`src/rtl/wb_slave_regfile_pkg.sv`:
```
// Shared types and constants for the Wishbone register-file slave.
package wb_slave_regfile_pkg;

   typedef enum logic [1:0] {
      IDLE,
      WAIT,
      RESP
   } state_e;

   localparam int REG_ID       = 0;
   localparam int REG_STATUS   = 1;
   localparam int REG_RW_FIRST = 2;
   localparam int CNT_WIDTH    = 16;

endpackage

```
`src/rtl/wb_slave_addr_decode.sv`:
```
// Classifies a Wishbone request against one aligned slave window.
module wb_slave_addr_decode #(
   parameter int              aw        = 32,
   parameter int              NUM_REGS  = 16,
   parameter logic [aw-1:0]   BASE_ADDR = 32'h4000_0000,
   parameter int              IW        = $clog2(NUM_REGS)
) (
   input  logic [aw-1:0] i_adr,
   input  logic          i_cyc,
   input  logic          i_stb,
   output logic          o_hit,
   output logic [IW-1:0] o_idx,
   output logic          o_mis
);

   logic w_in_win;

   // Window is aligned to its size, so comparing the upper bits is exact.
   assign w_in_win = (i_adr[aw-1:IW+2] == BASE_ADDR[aw-1:IW+2]);
   assign o_hit    = i_cyc & i_stb & w_in_win;
   assign o_idx    = i_adr[IW+1:2];
   assign o_mis    = |i_adr[1:0];

endmodule

```
`src/rtl/wb_slave_regfile.sv`:
```
// Wishbone classic slave: ID, status counters and byte-lane RW registers.
module wb_slave_regfile
   import wb_slave_regfile_pkg::*;
#(
   parameter int              dw          = 32,
   parameter int              aw          = 32,
   parameter int              NUM_REGS    = 16,
   parameter logic [aw-1:0]   BASE_ADDR   = 32'h4000_0000,
   parameter int              WAIT_STATES = 1,
   parameter logic [dw-1:0]   ID_VALUE    = 32'hC0DE_0001,
   parameter int              CNT_W       = CNT_WIDTH
) (
   input  logic          wb_clk,
   input  logic          wb_rst,
   input  logic [aw-1:0] wb_adr_i,
   input  logic [dw-1:0] wb_dat_i,
   input  logic [3:0]    wb_sel_i,
   input  logic          wb_we_i,
   input  logic          wb_cyc_i,
   input  logic          wb_stb_i,
   output logic [dw-1:0] wb_dat_o,
   output logic          wb_ack_o,
   output logic          wb_err_o
);

   localparam int IW = $clog2(NUM_REGS);
   localparam logic [IW-1:0] IDX_ID = IW'(REG_ID);
   localparam logic [IW-1:0] IDX_ST = IW'(REG_STATUS);
   localparam logic [IW-1:0] IDX_RW = IW'(REG_RW_FIRST);
   localparam logic [3:0] WC_INIT =
      (WAIT_STATES > 0) ? 4'(WAIT_STATES - 1) : 4'd0;
   localparam bit NO_WAIT = (WAIT_STATES == 0);

   state_e           r_state;
   logic [3:0]       r_wcnt;
   logic [IW-1:0]    r_idx;
   logic             r_mis;
   logic             r_we;
   logic [3:0]       r_sel;
   logic [dw-1:0]    r_wdat;
   logic [dw-1:0]    r_regs [NUM_REGS];
   logic [CNT_W-1:0] r_txn;
   logic [CNT_W-1:0] r_err;

   logic             w_hit;
   logic [IW-1:0]    w_dec_idx;
   logic             w_dec_mis;
   logic             w_idle;
   logic [IW-1:0]    w_idx;
   logic             w_mis;
   logic             w_we;
   logic [3:0]       w_sel;
   logic [dw-1:0]    w_wdat;
   logic             w_fire;
   logic             w_st_wr;
   logic [dw-1:0]    w_rdata;

   wb_slave_addr_decode #(
      .aw        (aw),
      .NUM_REGS  (NUM_REGS),
      .BASE_ADDR (BASE_ADDR),
      .IW        (IW)
   ) u_dec (
      .i_adr (wb_adr_i),
      .i_cyc (wb_cyc_i),
      .i_stb (wb_stb_i),
      .o_hit (w_hit),
      .o_idx (w_dec_idx),
      .o_mis (w_dec_mis)
   );

   // Without wait states the response is built from the live bus.
   assign w_idle  = (r_state == IDLE);
   assign w_idx   = w_idle ? w_dec_idx : r_idx;
   assign w_mis   = w_idle ? w_dec_mis : r_mis;
   assign w_we    = w_idle ? wb_we_i   : r_we;
   assign w_sel   = w_idle ? wb_sel_i  : r_sel;
   assign w_wdat  = w_idle ? wb_dat_i  : r_wdat;
   assign w_fire  = (w_idle & w_hit & NO_WAIT)
                  | ((r_state == WAIT) & wb_cyc_i & (r_wcnt == 4'd0));
   assign w_st_wr = w_we & (w_idx == IDX_ST);

   always_comb begin
      w_rdata = r_regs[w_idx];
      unique case (1'b1)
         (w_idx == IDX_ID): w_rdata = ID_VALUE;
         (w_idx == IDX_ST): w_rdata = {16'(r_err), 16'(r_txn)};
         default:           w_rdata = r_regs[w_idx];
      endcase
   end

   always_ff @(posedge wb_clk) begin
      if (wb_rst) begin
         r_state  <= IDLE;
         r_wcnt   <= '0;
         r_idx    <= '0;
         r_mis    <= 1'b0;
         r_we     <= 1'b0;
         r_sel    <= '0;
         r_wdat   <= '0;
         r_txn    <= '0;
         r_err    <= '0;
         wb_ack_o <= 1'b0;
         wb_err_o <= 1'b0;
         wb_dat_o <= '0;
         for (int i = 0; i < NUM_REGS; i++) r_regs[i] <= '0;
      end else begin
         wb_ack_o <= 1'b0;
         wb_err_o <= 1'b0;
         unique case (r_state)
            IDLE: begin
               if (w_hit) begin
                  r_idx  <= w_dec_idx;
                  r_mis  <= w_dec_mis;
                  r_we   <= wb_we_i;
                  r_sel  <= wb_sel_i;
                  r_wdat <= wb_dat_i;
                  r_wcnt <= WC_INIT;
                  r_state <= NO_WAIT ? RESP : WAIT;
               end
            end
            WAIT: begin
               if (!wb_cyc_i)
                  r_state <= IDLE;
               else if (r_wcnt == 4'd0)
                  r_state <= RESP;
               else
                  r_wcnt <= r_wcnt - 4'd1;
            end
            RESP:    r_state <= IDLE;
            default: r_state <= IDLE;
         endcase
         if (w_fire) begin
            if (w_mis) begin
               wb_err_o <= 1'b1;
               wb_dat_o <= '0;
               if (r_err != '1) r_err <= r_err + 1'b1;
            end else begin
               wb_ack_o <= 1'b1;
               if (!w_we) wb_dat_o <= w_rdata;
               // The status clear must override this access's own count.
               if (w_st_wr) begin
                  r_txn <= '0;
                  r_err <= '0;
               end else begin
                  r_txn <= r_txn + 1'b1;
               end
               if (w_we && (w_idx >= IDX_RW)) begin
                  for (int b = 0; b < dw/8; b++)
                     if (w_sel[b])
                        r_regs[w_idx][8*b +: 8] <= w_wdat[8*b +: 8];
               end
            end
         end
      end
   end

endmodule

```
`config.mk`:
```
export PLATFORM = sky130hd
export DESIGN_NAME = wb_slave_regfile
export DESIGN_NICKNAME = d
export VERILOG_FILES = /design/src/rtl/wb_slave_regfile_pkg.sv /design/src/rtl/wb_slave_addr_decode.sv /design/src/rtl/wb_slave_regfile.sv
export SDC_FILE = /design/constraint.sdc
export NUM_CORES = 1
export LEC_CHECK = 0
export BUFFER_PORTS_ARGS = -buffer_cell sky130_fd_sc_hd__buf_2
export CAP_MARGIN = 10
export CORE_UTILIZATION = 55
export DETAILED_ROUTE_END_ITERATION = 7
export PLACE_DENSITY = 0.75
export SKIP_LAST_GASP = 1
export SLEW_MARGIN = 15
export SYNTH_ARGS = -nofsm -noshare
export SYNTH_HDL_FRONTEND = slang
export SYNTH_SLANG_ARGS = --single-unit
```
`constraint.sdc`:
```
create_clock -name wb_clk -period 2.65 [get_ports wb_clk]
set_input_delay 0.1325 -clock wb_clk [delete_from_list [all_inputs] [get_ports wb_clk]]
set_output_delay 0.1325 -clock wb_clk [all_outputs]
set_load 0.05 [all_outputs]
```
==> results of run 1 <==
==> registers in the layout (all words and copies together) (netlist names) <==
signal / flops
r_txn: 16
r_state: 2
r_sel: 4
r_wdat: 32
r_mis: 1
r_regs: 466
r_wcnt: 4
r_idx: 4
wb_ack_o: 1
r_we: 1
wb_err_o: 1
r_err: 16
wb_dat_o: 32
==> Yosys cell counts (5+ instances only) <==
| cell | count |
|---|---|
| nor2_1 | 540 |
| edfxtp_1 | 466 |
| nand2_1 | 280 |
| mux2i_1 | 225 |
| dfxtp_1 | 114 |
| clkbuf_1 | 87 |
| a32oi_1 | 80 |
| nand2b_1 | 57 |
| buf_2 | 47 |
| o21ai_0 | 46 |
| nand4_1 | 44 |
| a221oi_1 | 32 |
| a22oi_1 | 23 |
| a21oi_1 | 22 |
| nor3_1 | 20 |
| nand3_1 | 12 |
| or3_1 | 11 |
| inv_1 | 10 |
| xnor2_1 | 9 |
| xor2_1 | 8 |
| nor4_1 | 7 |
| a21oi_2 | 5 |
| buf_4 | 5 |
==> worst max-delay path by stage <==
| stage | startpoint | end | slack [ns] | cells past startpoint |
|---|---|---|---|---|
| after floorplan | r_wcnt[0] | r_regs[10][0] | 0.04 | 9 |
| after global placement | r_state[0] | r_regs[12][27] | -0.33 | 8 |
| after detailed placement | r_state[0] | r_regs[12][27] | -0.37 | 8 |
| after CTS | r_wcnt[0] | r_regs[9][21] | 0.007 | 9 |
| after global routing | r_wcnt[0] | r_regs[2][10] | -0.05 | 9 |
| final | r_state[0] | wb_dat_o[20] | 0.01 | 10 |
==> layout make-up <==
type,instances,share of cell area
inverter,10,0.001212
sequential,580,0.5254
clock inverter,15,0.005695
multi-input combinational,1502,0.2867
tap,600,0.02424
timing repair buffer,393,0.1013
clock buffer,94,0.05546
==> per-stage QoR <==
stage | hold slack [ns] | power, mW | worst slack, ns | util | cells
floorplan | 0.2262 | 10.85 | 0.04201 | - | 2233
global placement | 0.3847 | 11.35 | -0.3323 | 0.6225 | 3037
detailed placement | 0.3886 | 11.39 | -0.3736 | 0.6227 | 3037
CTS | 0.05297 | 19.51 | 0.006893 | 0.6752 | 3190
global route | 0.08289 | 20.00 | -0.04508 | 0.6811 | 3194
finish | 0.09673 | 19.51 | 0.01477 | 0.6811 | 3194
==> per-layer routing <==
layer,GRT usage,vias up
li1,-,8630
met1,0.4087,9337
met2,0.4786,1022
met3,0.06024,148
met4,0.1094,0
met5,0,-
==> worst max-delay path, cell delays in order, from the launching register on <==
cell      delay [ns]
dfxtp_1         0.37
buf_12          0.16
nor2_4          0.09
buf_6           0.18
mux2i_4         0.43
buf_4           0.22
nor2_2          0.05
buf_4           0.22
a32oi_1         0.40
nand4_1         0.13
a221oi_1        0.26
==> power by group <==
group,switching [mW],internal (mW),leakage [nW]
Sequential,0.0624,10.0,5.90
Clock,3.40,4.80,0.928
Combinational,0.800,0.453,5.24
==> kinds of logic after synthesis <==
group	Yosys count	share of synthesized area
simple gates	1007	0.1681
other cells	1	0.0001476
xor+xnor	17	0.005859
mux	230	0.09093
fa+ha+maj	3	0.001477
buf+inv	151	0.02535
flops	580	0.6404
compound gates	227	0.06774
==> timing repair <==
action | 4_1_cts | 5_1_grt
hold endpoints to repair | 43 | 0
resized for setup | 13 | 52
hold buffers | 44 | 0
setup buffers | 0 | 4
endpoints found under the setup margin | 150 | 480
==> results.ini, run 1 <==
[clock_tree]
cts_tree = yes
clkSinkCount = 580
clockBufferDepth = 3
cts_inserted_buffers = 58
cts_root_buffer = clkbuf_16
clock_latency_ns = 0.62
cts_max_level = 2
path_clk_slew_ns = 0.06

[critical_path]
worstPathRequired_ns = 3.16
crit_fanout = 16
r2r-start = r_state[0]
end_kind = register
r2r_end = wb_dat_o[20]
cp-start-kind = register
r2r_slack_ns = 0.01
crit_type = reg2reg
arrival_ns = 3.15
reg2reg_depth = 10

[global_routing]
grt_pass1_vias = 18659
antenna_found_initial = 0
grt_max_degree = 140
track_usage = 0.3002
overflow = 0
grt_pass1_wl_um = 106700

[timing]
rsz0062_at_grt = true
timing.fmax_ghz = 0.3795
worst_pin_slew_ns = 0.8285
drv_slew = 0
final.setup_skew_ns = 0.01913
hold_viol_final = 0
fin_setup_tns_ns = 0
fin_crit_sh = 0.9944
finalSetupViolCount = 0
min_period_ns = 2.635
slew_headroom = 0.4446

[logic_synthesis]
ys_seq_area_frac = 0.6404
synth.distinct_cells = 63
synth_ff_type = edfxtp_1
async_reset_ff_frac = 0
yosys.area.top_type = edfxtp_1
syn_avg_cell_area_um2 = 11.47
synth_edf_count = 466
synth_warnings = 0
yosys-top-cells-area = edfxtp_1 (55%), dfxtp_1 (9.0%), mux2i_1 (8.9%), nor2_1 (8.0%), nand2_1 (4.1%)
syn_area_um2 = 25410
synth_top_cell_area_share = 0.5506
synth_seq_cells = 580
netlist_instances = 2216

[hold_path]
hold_start = wb_cyc_i
hold-path-cell-count = 4
hold_end = r_state[1]
hold_path.class = in2reg

[detailed_routing]
drt_iter0_drc = 2419
dr_wl_met3_um = 7758
first_pass_iters = 6
highest_layer = met4
drc = 0
wire_per_inst_um = 22.10
wl_met1_um = 27220
vias_per_cell = 5.992
ant_nets = 0
vias = 19137
drt_wl_total_um = 70580
wl_met2_um = 33070

[power_and_ir_drop]
power.leakage_nw = 12.07
power_density_nw_per_um2 = 629.8
peakVddDrop_mv = 0.5127

[run_status]
status = completed

[floorplan]
ioPinCount = 107
start_util = 0.5588
die_y_um = 217.0
die_w_um = 217.0
fp.dieArea_um2 = 47070
rows = 78
coreArea_um2 = 45480

[placed_design]
port-buffer-count = 106
gp_congestion = 0.9269
placedInstanceArea_um2 = 28320
dpl.hpwl_um = 48110

[cells_and_area]
syn_to_final_growth_pct = 21.88
mostFrequentLayoutCells = nor2_1 (533), edfxtp_1 (466), nand2_1 (279)
design_area_um2 = 30980
drive_above_1_share = 0.1993
final_common_cell = nor2_1
multi_input_area_um2 = 8881
regArea_um2 = 16280
diodes = 0
finalNetCount = 2621
fill_cells = 3285

[job]
drv_cap = 0

Power figures use the tool's default switching activity.
==> run 2, diff against run 1 <==
--- a/config.mk
+++ b/config.mk
@@ -5,11 +5,12 @@
 export SDC_FILE = /design/constraint.sdc
 export NUM_CORES = 1
 export LEC_CHECK = 0
+export ABC_AREA = 1
 export BUFFER_PORTS_ARGS = -buffer_cell sky130_fd_sc_hd__buf_2
 export CAP_MARGIN = 10
-export CORE_UTILIZATION = 55
+export CORE_UTILIZATION = 57
 export DETAILED_ROUTE_END_ITERATION = 7
-export PLACE_DENSITY = 0.75
+export PLACE_DENSITY = 0.77
 export SKIP_LAST_GASP = 1
 export SLEW_MARGIN = 15
 export SYNTH_ARGS = -nofsm -noshare
==> run 2 against run 1 <==
Effect of this change: critical path type unchanged; core utilization is 1.0 points higher; critical endpoint is now r_err[15]; via count is 38% higher; final cell count grew 56%; non-clock buffer count up 29; die area up 18%.
==> results.ini, run 2 <==
[clock_tree]
cts_root_buffer = clkbuf_16
clockBufferDepth = 3  ; unchanged
cts_inserted_buffers = 67  ; +16%
clkSinkCount = 626  ; +7.9%
clock_latency_ns = 0.61  ; about the same
path_clk_slew_ns = 0.06  ; about the same
cts_max_level = 3  ; +1
cts_tree = yes

[timing]
setup_ws_ns = 0.1052  ; +0.09047 ns
fin_crit_sh = 0.9603  ; -0.03414
slew_headroom = 0.5535  ; +0.1088
finalSetupViolCount = 0  ; unchanged
final.setup_skew_ns = 0.02029  ; +0.001166 ns
rsz0062_at_grt = true
min_period_ns = 2.545  ; -0.09047 ns
timing.fmax_ghz = 0.3930  ; +3.6%
hold_viol_final = 0  ; unchanged
worst_pin_slew_ns = 0.6698  ; -0.1587 ns
drv_slew = 0  ; unchanged

[detailed_routing]
wire_per_inst_um = 16.97  ; -23%
drt_iter0_drc = 2844  ; +18%
vias = 26486  ; +38%
vias_per_cell = 5.308  ; -11%
drt_wl_total_um = 84660  ; +20%
first_pass_iters = 6  ; unchanged
ant_nets = 0  ; unchanged
drc = 0  ; unchanged

[logic_synthesis]
synth_ff_type = edfxtp_1
synth_warnings = 0  ; unchanged
yosysMostFrequentCell = nand2_1
syn_area_um2 = 31140  ; +23%
netlist_instances = 3896  ; +76%
synth_top_cell_area_share = 0.4937  ; -0.05696
synth_seq_cells = 626  ; +7.9%
async_reset_ff_frac = 0  ; unchanged
synthTopCellsByCount = nand2_1 (1,314), nor2_1 (602), inv_1 (545)
ys_seq_area_frac = 0.5669  ; -0.07348
yosys.area.top_type = edfxtp_1
synth_edf_count = 512  ; +9.9%
yosys-top-cells-area = edfxtp_1 (49%), nand2_1 (16%), dfxtp_1 (7.3%), nor2_1 (7.3%), inv_1 (6.6%)
syn_avg_cell_area_um2 = 7.994  ; -30%
synth.distinct_cells = 40  ; -37%

[hold_path]
hold_path.class = in2reg
hold_start = wb_adr_i[6]

[global_routing]
grt_pass1_vias = 25669  ; +38%
antenna_found_initial = 1  ; +1
track_usage = 0.3095  ; +0.009329
grt_max_degree = 97  ; -31%
overflow = 0  ; unchanged
grt_pass1_wl_um = 134200  ; +26%

[run_status]
status = completed

[cells_and_area]
drive_above_1_share = 0.1244  ; -0.07495
largest_register = r_regs
syn_to_final_growth_pct = 19.68
mostFrequentLayoutCells = nand2_1 (1,302), nor2_1 (596), inv_1 (545)
diodes = 0  ; unchanged
fill_cells = 4141  ; +26%
largest_register_ffs = 512  ; +9.9%
final_common_cell = nand2_1
largest_registers = r_regs x512, r_wdat x32, wb_dat_o x32
regArea_um2 = 17660  ; +8.5%
finalNetCount = 4316  ; +65%
multi_input_area_um2 = 10940  ; +23%

[power_and_ir_drop]
peakVddDrop_mv = 0.5394  ; +5.2%
pwr-share-clk = 0.408  ; -0.012
power.total_mw = 22.00  ; +13%
internal-power_mw = 16.71  ; +9.6%
p_switching_mw = 5.296  ; +24%
p_sw_frac = 0.2407  ; +0.02228
p_comb_frac = 0.095  ; +0.031
power.leakage_nw = 17.86  ; +48%
power_density_nw_per_um2 = 590.3  ; -6.3%
p_seq_frac = 0.497  ; -0.019

[critical_path]
worstPathRequired_ns = 3.14  ; -0.02 ns
r2r-start = r_state[0]
cp_cell_sequence = nor2_4 > buf_4 > nand2_1 > o21ai_2 > nand2_1 > nor2_2 > buf_6 > nand4_1 > nand2_1 > inv_1 > o21ai_0 > nor2_1
end_kind = register
cp-startpoint = r_state[0]
cp_common_cell = nand2_1
cp-start-kind = register
crit_fanout = 20  ; +4
critPathSlowestCell = dfxtp_1
arrival_ns = 3.04  ; -0.11 ns
crit_type = reg2reg
slowest_delay_ns = 0.33  ; -0.10 ns

[placed_design]
dpl.hpwl_um = 56420  ; +17%
gp_congestion = 0.9155  ; -1.2%
place_worst_setup_slack_ns = -0.1599  ; +0.2137 ns
port-buffer-count = 106  ; unchanged

[floorplan]
coreArea_um2 = 53920  ; +19%
rows = 85  ; +9.0%
die_w_um = 235.8  ; +8.7%
ioPinCount = 107  ; unchanged
die_y_um = 235.8  ; +8.7%
start_util = 0.5776  ; +0.01879
fp.dieArea_um2 = 55580  ; +18%

[job]
drv_cap = 0  ; unchanged

-- run 2: power groups by stage --
stage	combinational, mW	clock (mW)	sequential (mW)
floorplan	1.09	0	11.1
detailed placement	1.98	0	11.1
finish	2.09	8.98	10.9
global route	2.28	9.43	10.9
global placement	1.96	0	11.1
CTS	2.06	9.04	10.9
-- run 2: final timing paths --
| check | end | slack [ns] | depth (start not counted) |
|---|---|---|---|
| worst max-delay path | r_err[15] | 0.11 | 12 |
| worst max register to register | r_err[15] | 0.11 | 12 |
| worst min-delay path | r_mis | 0.13 | 7 |
| worst min register to register | r_wdat[31] | 0.45 | 2 |
-- run 2: critical path, delay by kind of cell (launching register included) --
kind,cells,cell delay [ns]
flops,1,0.33
buf+inv,3,0.60
compound gates,2,0.28
simple gates,7,1.21
-- run 2: timing repair --
action	in CTS	in global routing
hold buffers	45	0
pin swaps	0	1
hold endpoints to repair	53	0
resized for setup	3	9
buffers inserted	0	2
gates cloned	0	0
setup endpoints to repair	102	368
-- run 2: per-stage QoR --
stage / hold WS, ns / instances / cell area (um2) / utilization / setup TNS (ns)
2_1_floorplan: 0.2173 / 3959 / 31380 / - / 0
3_3_place_gp: 0.4034 / 4820 / 34700 / 0.6435 / -0.1281
3_5_place_dp: 0.4103 / 4820 / 34700 / 0.6435 / -1.972
4_1_cts: 0.1124 / 4988 / 37230 / 0.6905 / 0
5_1_grt: 0.1747 / 4990 / 37270 / 0.6913 / -1.125
6_report: 0.1345 / 4990 / 37270 / 0.6913 / 0
-- run 2: area by class of cell --
| cell class | instances | area share |
|---|---|---|
| Clock inverter | 29 | 0.006042 |
| Clock buffer | 94 | 0.04975 |
| Inverter | 552 | 0.05572 |
| Sequential cell | 626 | 0.4737 |
| Timing Repair Buffer | 422 | 0.09785 |
| Tap cell | 696 | 0.02336 |
| Multi-Input combinational cell | 2571 | 0.2936 |
-- run 2: logic make-up after synthesis --
family / count (synthesis) / synth area share
compound gates: 190 / 0.03234
xor+xnor: 10 / 0.002812
fa+ha+maj: 3 / 0.001205
buf+inv: 762 / 0.09276
flops: 626 / 0.5669
mux: 31 / 0.009963
other cells: 1 / 0.0001204
simple gates: 2273 / 0.2939
-- run 2: metal layers --
layer	wire length (um)	part of all wire	vias to the layer above	track usage
met2	41400	0.49	1243	0.5264
met3	6875	0.081	283	0.04339
li1	-	-	12782	-
met1	31780	0.38	12178	0.3811
met5	0	0	-	0
met4	4603	0.054	0	0.1713
